<file path="src/rtl/ibex_rf_arb_pkg.sv">
// ibex_rf_arb_pkg: shared types and helpers for the register-file writeback arbiter
package ibex_rf_arb_pkg;

    localparam int unsigned RegAddrW = 5;

    typedef enum logic {
        SEL_ALU = 1'b0,
        SEL_LSU = 1'b1
    } arb_sel_e;

    typedef struct packed {
        logic [RegAddrW-1:0] addr;
        logic [31:0]         data;
    } rf_wr_req_t;

    // RV32E only implements x0..x15, so any address with bit 4 set is illegal there
    function automatic logic rf_addr_legal(input logic [RegAddrW-1:0] addr, input logic rv32e);
        return !(rv32e && addr[4]);
    endfunction

endpackage

</file>
<file path="src/rtl/rf_rr_arb2.sv">
// rf_rr_arb2: two-way round-robin arbiter
//   clk_i, rst_ni : clock, async active-low reset
//   req_i[1:0]    : requests, indexed by arb_sel_e
//   gnt_o[1:0]    : one-hot grant (zero when nobody requests)
//   contested_o   : both requesters active this cycle
module rf_rr_arb2
    import ibex_rf_arb_pkg::*;
(
    input  logic       clk_i,
    input  logic       rst_ni,
    input  logic [1:0] req_i,
    output logic [1:0] gnt_o,
    output logic       contested_o
);

    arb_sel_e rr_ptr_q, rr_ptr_d;

    // The pointer names the winner of the next contested cycle and only moves on contention
    always_comb begin
        contested_o = &req_i;
        gnt_o       = contested_o ? (rr_ptr_q == SEL_LSU ? 2'b10 : 2'b01) : req_i;
        rr_ptr_d    = contested_o ? (rr_ptr_q == SEL_LSU ? SEL_ALU : SEL_LSU) : rr_ptr_q;
    end

    always_ff @(posedge clk_i or negedge rst_ni) begin
        if (!rst_ni) rr_ptr_q <= SEL_LSU;
        else         rr_ptr_q <= rr_ptr_d;
    end

endmodule

</file>
<file path="src/rtl/ibex_rf_wb_arbiter.sv">
// ibex_rf_wb_arbiter: shares RF write port W1 between ALU and LSU writeback
//   alu_*/lsu_*         : req/addr/data held until the combinational gnt
//   raddr_a/b_i         : read addresses checked for pending or in-flight writes
//   hazard_a/b_o        : raise so ID can stall
//   we/waddr/wdata_a_o  : registered W1 write, one cycle after grant
//   err_o               : pulse when the granted write had an illegal address
//   cnt_clr_i           : sync clear of conflict_cnt_o (saturating contention count)
module ibex_rf_wb_arbiter
    import ibex_rf_arb_pkg::*;
#(
    parameter int unsigned DataWidth = 32,
    parameter int unsigned RV32E     = 0,
    parameter int unsigned CntWidth  = 16
) (
    input  logic                 clk_i,
    input  logic                 rst_ni,
    input  logic                 alu_req_i,
    input  logic [4:0]           alu_addr_i,
    input  logic [DataWidth-1:0] alu_data_i,
    output logic                 alu_gnt_o,
    input  logic                 lsu_req_i,
    input  logic [4:0]           lsu_addr_i,
    input  logic [DataWidth-1:0] lsu_data_i,
    output logic                 lsu_gnt_o,
    input  logic [4:0]           raddr_a_i,
    input  logic [4:0]           raddr_b_i,
    output logic                 hazard_a_o,
    output logic                 hazard_b_o,
    output logic                 we_a_o,
    output logic [4:0]           waddr_a_o,
    output logic [DataWidth-1:0] wdata_a_o,
    output logic                 err_o,
    input  logic                 cnt_clr_i,
    output logic [CntWidth-1:0]  conflict_cnt_o
);

    logic [1:0]           gnt;
    logic                 contested, g_any, g_legal, alu_vis, lsu_vis;
    logic [4:0]           g_addr;
    logic [DataWidth-1:0] g_data;
    logic                 we_q, we_d, err_q, err_d;
    logic [4:0]           waddr_q, waddr_d;
    logic [DataWidth-1:0] wdata_q, wdata_d;
    logic [CntWidth-1:0]  cnt_q, cnt_d;

    rf_rr_arb2 u_arb (
        .clk_i       (clk_i),
        .rst_ni      (rst_ni),
        .req_i       ({lsu_req_i, alu_req_i}),
        .gnt_o       (gnt),
        .contested_o (contested)
    );

    assign alu_gnt_o = gnt[SEL_ALU];
    assign lsu_gnt_o = gnt[SEL_LSU];

    always_comb begin
        g_any   = |gnt;
        g_addr  = gnt[SEL_LSU] ? lsu_addr_i : alu_addr_i;
        g_data  = gnt[SEL_LSU] ? lsu_data_i : alu_data_i;
        g_legal = rf_addr_legal(g_addr, RV32E != 0);
        // x0 writes are accepted but never reach the RF, and they are not errors
        we_d    = g_any && g_legal && g_addr != '0;
        err_d   = g_any && !g_legal;
        waddr_d = g_any ? g_addr : waddr_q;
        wdata_d = g_any ? g_data : wdata_q;
        cnt_d   = cnt_clr_i ? '0 : (contested && cnt_q != '1) ? cnt_q + CntWidth'(1) : cnt_q;
        // Illegal destinations will be dropped, so they never create a hazard
        alu_vis = alu_req_i && rf_addr_legal(alu_addr_i, RV32E != 0);
        lsu_vis = lsu_req_i && rf_addr_legal(lsu_addr_i, RV32E != 0);
        hazard_a_o = raddr_a_i != '0 && ((we_q && waddr_q == raddr_a_i) ||
                     (alu_vis && alu_addr_i == raddr_a_i) || (lsu_vis && lsu_addr_i == raddr_a_i));
        hazard_b_o = raddr_b_i != '0 && ((we_q && waddr_q == raddr_b_i) ||
                     (alu_vis && alu_addr_i == raddr_b_i) || (lsu_vis && lsu_addr_i == raddr_b_i));
    end

    always_ff @(posedge clk_i or negedge rst_ni) begin
        if (!rst_ni) begin
            we_q    <= 1'b0;
            err_q   <= 1'b0;
            waddr_q <= '0;
            wdata_q <= '0;
            cnt_q   <= '0;
        end else begin
            we_q    <= we_d;
            err_q   <= err_d;
            waddr_q <= waddr_d;
            wdata_q <= wdata_d;
            cnt_q   <= cnt_d;
        end
    end

    assign we_a_o         = we_q;
    assign err_o          = err_q;
    assign waddr_a_o      = waddr_q;
    assign wdata_a_o      = wdata_q;
    assign conflict_cnt_o = cnt_q;

endmodule

</file>
<file path="config.mk">
export PLATFORM = sky130hd
export DESIGN_NAME = ibex_rf_wb_arbiter
export DESIGN_NICKNAME = d
export VERILOG_FILES = /design/src/rtl/ibex_rf_arb_pkg.sv /design/src/rtl/rf_rr_arb2.sv /design/src/rtl/ibex_rf_wb_arbiter.sv
export SDC_FILE = /design/constraint.sdc
export NUM_CORES = 1
export LEC_CHECK = 0
export BUFFER_PORTS_ARGS = -buffer_cell sky130_fd_sc_hd__buf_2
export CAP_MARGIN = 20
export CORE_MARGIN = 2
export CORE_UTILIZATION = 34
export DETAILED_ROUTE_END_ITERATION = 16
export GPL_ROUTABILITY_DRIVEN = 1
export HOLD_SLACK_MARGIN = 0.08
export SLEW_MARGIN = 5
export SYNTH_ARGS = -nofsm -noshare
export SYNTH_HDL_FRONTEND = slang
export SYNTH_HIERARCHICAL = 1
export SYNTH_SLANG_ARGS = --single-unit
</file>
<file path="constraint.sdc">
create_clock -name clk_i -period 2 [get_ports clk_i]
set_input_delay 0.1 -clock clk_i [delete_from_list [all_inputs] [get_ports clk_i]]
set_output_delay 0.1 -clock clk_i [all_outputs]
set_load 0.01 [all_outputs]
</file>
Yosys cells after proc, flatten, opt, wreduce, memory -nomap -nowiden
Index checks and enable logic that the tools add are counted.

Flip-flop bits (word level): 55. Bits of input ports: 89. Output and inout bits: 59. Logic and storage cells: 40.

$add $sub $neg: 1. Equality and inequality tests: 7. Muxes and demuxes: 7. Reduce and logical (&&, ||, !) cells: 20.

Operators with widths (count): $mux 16 (2); $mux 32 (1); $eq 5x5->1 (6); $add 16x1->16 const B (1); $ne 16x16->1 const B (1); $reduce_bool 5->1 (3); $logic_and 1x1->1 (10); $mux 5 (1); $logic_or 1x1->1 (4); $mux 2 (2); $reduce_and 2->1 (1); $reduce_bool 2->1 (1); $reduce_or 2->1 (1); $mux 1 (1).

Longest topological paths before layout
Word-level depth: 5. Mapped depth: 6. Mapped depth without buffers: 6.

Cells and area by module
The synthesis kept the hierarchy.

Modules (own cells, without submodules): ibex_rf_wb_arbiter (times used 1, cells an instance 302, area an instance 2977.9 µm², sequential area each 1351.3 µm²); rf_rr_arb2 (times used 1, cells an instance 6, area an instance 62.6 µm², sequential area each 26.3 µm²).

Worst setup path after synthesis
No wires, ideal clock.

Path type: reg-to-reg. Start: reg u_arb.rr_ptr_q. End: reg we_q (netlist: we_a_o). Setup time: 0.121 ns. Arrival time: 1.817 ns. Data required time: 1.879 ns. Path slack: 0.062 ns. Cell stages (with the launch flop): 7. Buffers on the path: 0. Clock period less this slack: 1.938 ns. Cells stage by stage: dfstp_2 inv_1 a21boi_0 nand2b_1 nor4_1 o22ai_1 a22o_1.

Longest elaborated chain between the ends: 5. Elaborated cells on any way between the ends: 6. Classes of those cells: 3 x mux; 3 x reduce/logical.

Ends and longest elaborated chain: from (decl) (RTL line rf_rr_arb2.sv:16) `arb_sel_e rr_ptr_q, rr_ptr_d;`; from (signal assigned) (RTL line rf_rr_arb2.sv:27) `else rr_ptr_q <= rr_ptr_d;`; $mux 2 (*) (2 in series) (RTL line rf_rr_arb2.sv:21) `gnt_o = contested_o ? (rr_ptr_q == SEL_LSU ? 2'b10 : 2'b01) : req_i;`; via lsu_gnt_o (RTL line ibex_rf_wb_arbiter.sv:24) `output logic lsu_gnt_o,`; $mux 5 (RTL line ibex_rf_wb_arbiter.sv:59) `g_addr = gnt[SEL_LSU] ? lsu_addr_i : alu_addr_i;`; $reduce_bool 5->1 (RTL line ibex_rf_wb_arbiter.sv:63) `we_d = g_any && g_legal && g_addr != '0;`; $logic_and 1x1->1 (*) (RTL line ibex_rf_wb_arbiter.sv:63); via we_d (RTL line ibex_rf_wb_arbiter.sv:41) `logic we_q, we_d, err_q, err_d;`; to (signal assigned) (RTL line ibex_rf_wb_arbiter.sv:85) `we_q <= we_d;`; to (decl) (RTL line ibex_rf_wb_arbiter.sv:41).

Mark *: on every way through the listed nets, which the timed path passes. The rest lies on a longest branch. A chain may end at the register's enable or synchronous reset.

Worst setup path in the final report
Start: reg u_arb.rr_ptr_q. End: reg wdata_q[21] (netlist: wdata_a_o[21]).

Longest elaborated chain between the ends: 3. Elaborated cells on any way between the ends: 4. Classes of those cells: 3 x mux; 1 x reduce/logical.

Ends and longest elaborated chain: $mux 2 (*) (2 in series) (RTL line rf_rr_arb2.sv:21); $mux 32 or $reduce_or 2->1 (tied branches) (RTL line ibex_rf_wb_arbiter.sv:60, ibex_rf_wb_arbiter.sv:58); to (signal assigned) (RTL line ibex_rf_wb_arbiter.sv:88) `wdata_q <= wdata_d;`; to (decl) (RTL line ibex_rf_wb_arbiter.sv:43) `logic [DataWidth-1:0] wdata_q, wdata_d;`.

Every way passes the cells marked *; elsewhere a longest branch is shown, timed or not.

==> run metrics <==
Global Route Usage Sum=19.06%; Post-synth EDFFs=0; pin count of the biggest net entering global routing=37; starting density of the core=35.03%; worst vdd ir=0.3332 mV; port bufs=146; period utilisation layout=94.19%; Crit Path Max Fanout=35; H-tree depth=2; clk buf depth=2; min cycle time layout=1884 ps; DIE AREA=9715 µm²; Yosys cell types=43; Worst R2R Start=u_arb/rr_ptr_q$_DFFE_PN1P_; reg2reg end=wdata_a_o[21]$_DFFE_PN0P_; setup_tns=0 ps; share of cells above drive strength 1=35.54%; clock sinks=55; Post-Layout Cell Count=606; vias in the first global route=3039; DRC errors left=0; sequential share of the synthesized area=45.31%; Register-to-Register Path Depth=5; WP data required=2190 ps; First-pass DRT Iterations=4; Setup CP Type=register to register; M3 GR Usage=4.255%; core area=8678 µm²; io pins=148; CTS tree=yes; RSZ-0062 raised after global routing=no; Setup crit end=wdata_a_o[21]$_DFFE_PN0P_; Reg clk slew, reported paths=90 ps; area delta synth->final=47.45%; Hold WC Path Type=input pin to register; dpl ws=188.0 ps; mapped cell area=3040 µm²; Post-synth top cells=54 x dfrtp_1, 41 x o21ai_0, 40 x nand2_1; status=finished clean; fmax=0.5308 GHz; Detailed Route WL=9.144 mm; Worst Setup SP=u_arb/rr_ptr_q$_DFFE_PN1P_; final slew viol count=0; synth warn=6; Placed Cells=559; crit path DAT=2070 ps; synthesized area per cell=9.871 µm²; leading area contributor after synthesis=dfrtp_1; drt initial violations=126; HPWL Detailed=6.554 mm; maxcap violations=0; setup violators final=0; Num CTS Buffers=5; most frequent cell after synthesis=dfrtp_1; M2 GR Usage=32.23%; ANT cells=0; routability cong.=0.9370; number of antenna violations at the first check in global routing=0; Static Leak=2.206 nW; global route total overflow=0; Core Rows=34; drt via density=5.013; Final Util=51.66%; busiest grt layer=met2; power per cell area=774.4 nW/µm²; Die H=98.57 µm; Final WS setup=116.1 ps; CP endpoint kind=register; DIE WIDTH=98.57 µm; final hold violation count=0; ANT nets after route=0; first-pass GRT wire length=15.01 mm; nets=588; via total after detailed routing=3038; share of Yosys cell area claimed by the top area cell type=44.44%; #FFs+latches synth=55; post-synthesis instance total=308; predominant post-synthesis flop cell=dfrtp_1; syn_nets=398; leading post-synthesis cells by cell area=dfrtp_1 44%, mux2i_1 12%, xor2_1 6.9%; met1 usage=25.24%; detailed-route wire length per cell=15.09 µm; R2R Setup Slk=120 ps; CTS root buffer=clkbuf_8; startpoint types=register; skew final=9.276 ps; Clock Latency Late Sink=300 ps; share of synthesized registers carrying an async set or reset=100.0%
## state kept, by name, summed over array words and instances (netlist names)
register,flops
wdata_a_o,32
u_arb/rr_ptr_q,1
we_a_o,1
waddr_a_o,5
conflict_cnt_o,16
## per-layer routing
metal	wire length, µm	up-vias
met2	4402	129
met3	666	10
met5	0	-
li1	-	1465
met4	103	0
met1	3971	1434
## layout by cell type, fill, tap and decap left out, drive strengths merged, types with 8 or more instances in the layout
cell type	Yosys	final
a21oi	8	8
buf	9	161
dfrtp	54	54
dlygate4sd3	0	37
mux2i	37	37
nand2	40	40
nor2	12	12
nor4	8	8
o21ai	41	41
xnor2	15	15
xor2	24	24
## where the power goes
group          internal (W)  total, W  switching (W)
clock              0.000368  0.000711       0.000343
combinational      0.000610   0.00125       0.000636
sequential          0.00135   0.00151       0.000164
## repair_timing
item                                    4_1_cts  5_1_grt
endpoints found under the setup margin        0        2
hold endpoints to repair                     52        0
resized for setup                             0        2
hold buffers                                 37        0
buffers inserted                              0        3
## area by class of cell
type / count / area [µm²]
Sequential cell: 55 / 1378
Clock inverter: 1 / 30.03
Fill cell: 831 / 4195
Inverter: 2 / 7.507
Clock buffer: 6 / 72.57
Tap cell: 108 / 135.1
Timing Repair Buffer: 198 / 1246
Multi-Input combinational cell: 236 / 1614
## metrics by stage
step	instance area, µm²	hold slack, ps	total power, W
CTS	4453	81.71	0.003496
detailed placement	3980	84.30	0.002699
global placement	3980	78.35	0.002679
floorplan	3040	-195.6	0.002134
global route	4483	83.22	0.003721
finish	4483	90.16	0.003472
## cell families (layout without fill, tap and decap cells)
family          Yosys count  after routing  synth area share, %
simple gates             98             98                17.49
compound gates           59             59                10.54
flops                    55             55                45.31
xor+xnor                 39             39                11.23
mux                      38             38                12.55
buf+inv                  17            207                2.346
fa+ha+maj                 1              1               0.4115
other cells               1              1               0.1233
## worst max-delay path: stages, from the launching register on
cell           delay [ps]
dfstp_2               560
inv_1                  90
a21boi_4              210
buf_8                 220
o21ai_0               120
dlygate4sd3_1         570
## how the worst min path moves through the flow
| stage | startpoint | end | slack [ps] | cells after the start |
|---|---|---|---|---|
| global placement | rst_ni | conflict_cnt_o[9]$_DFFE_PN0P_ | 80 | 1 |
| global route | alu_data_i[1] | wdata_a_o[1]$_DFFE_PN0P_ | 80 | 3 |
| CTS | alu_data_i[27] | wdata_a_o[27]$_DFFE_PN0P_ | 80 | 3 |
| detailed placement | rst_ni | conflict_cnt_o[9]$_DFFE_PN0P_ | 80 | 1 |
| floorplan | rst_ni | conflict_cnt_o[0]$_DFFE_PN0P_ | -200 | 0 |
| finish | alu_data_i[4] | wdata_a_o[4]$_DFFE_PN0P_ | 90 | 3 |
Power figures use the tool's default switching activity.
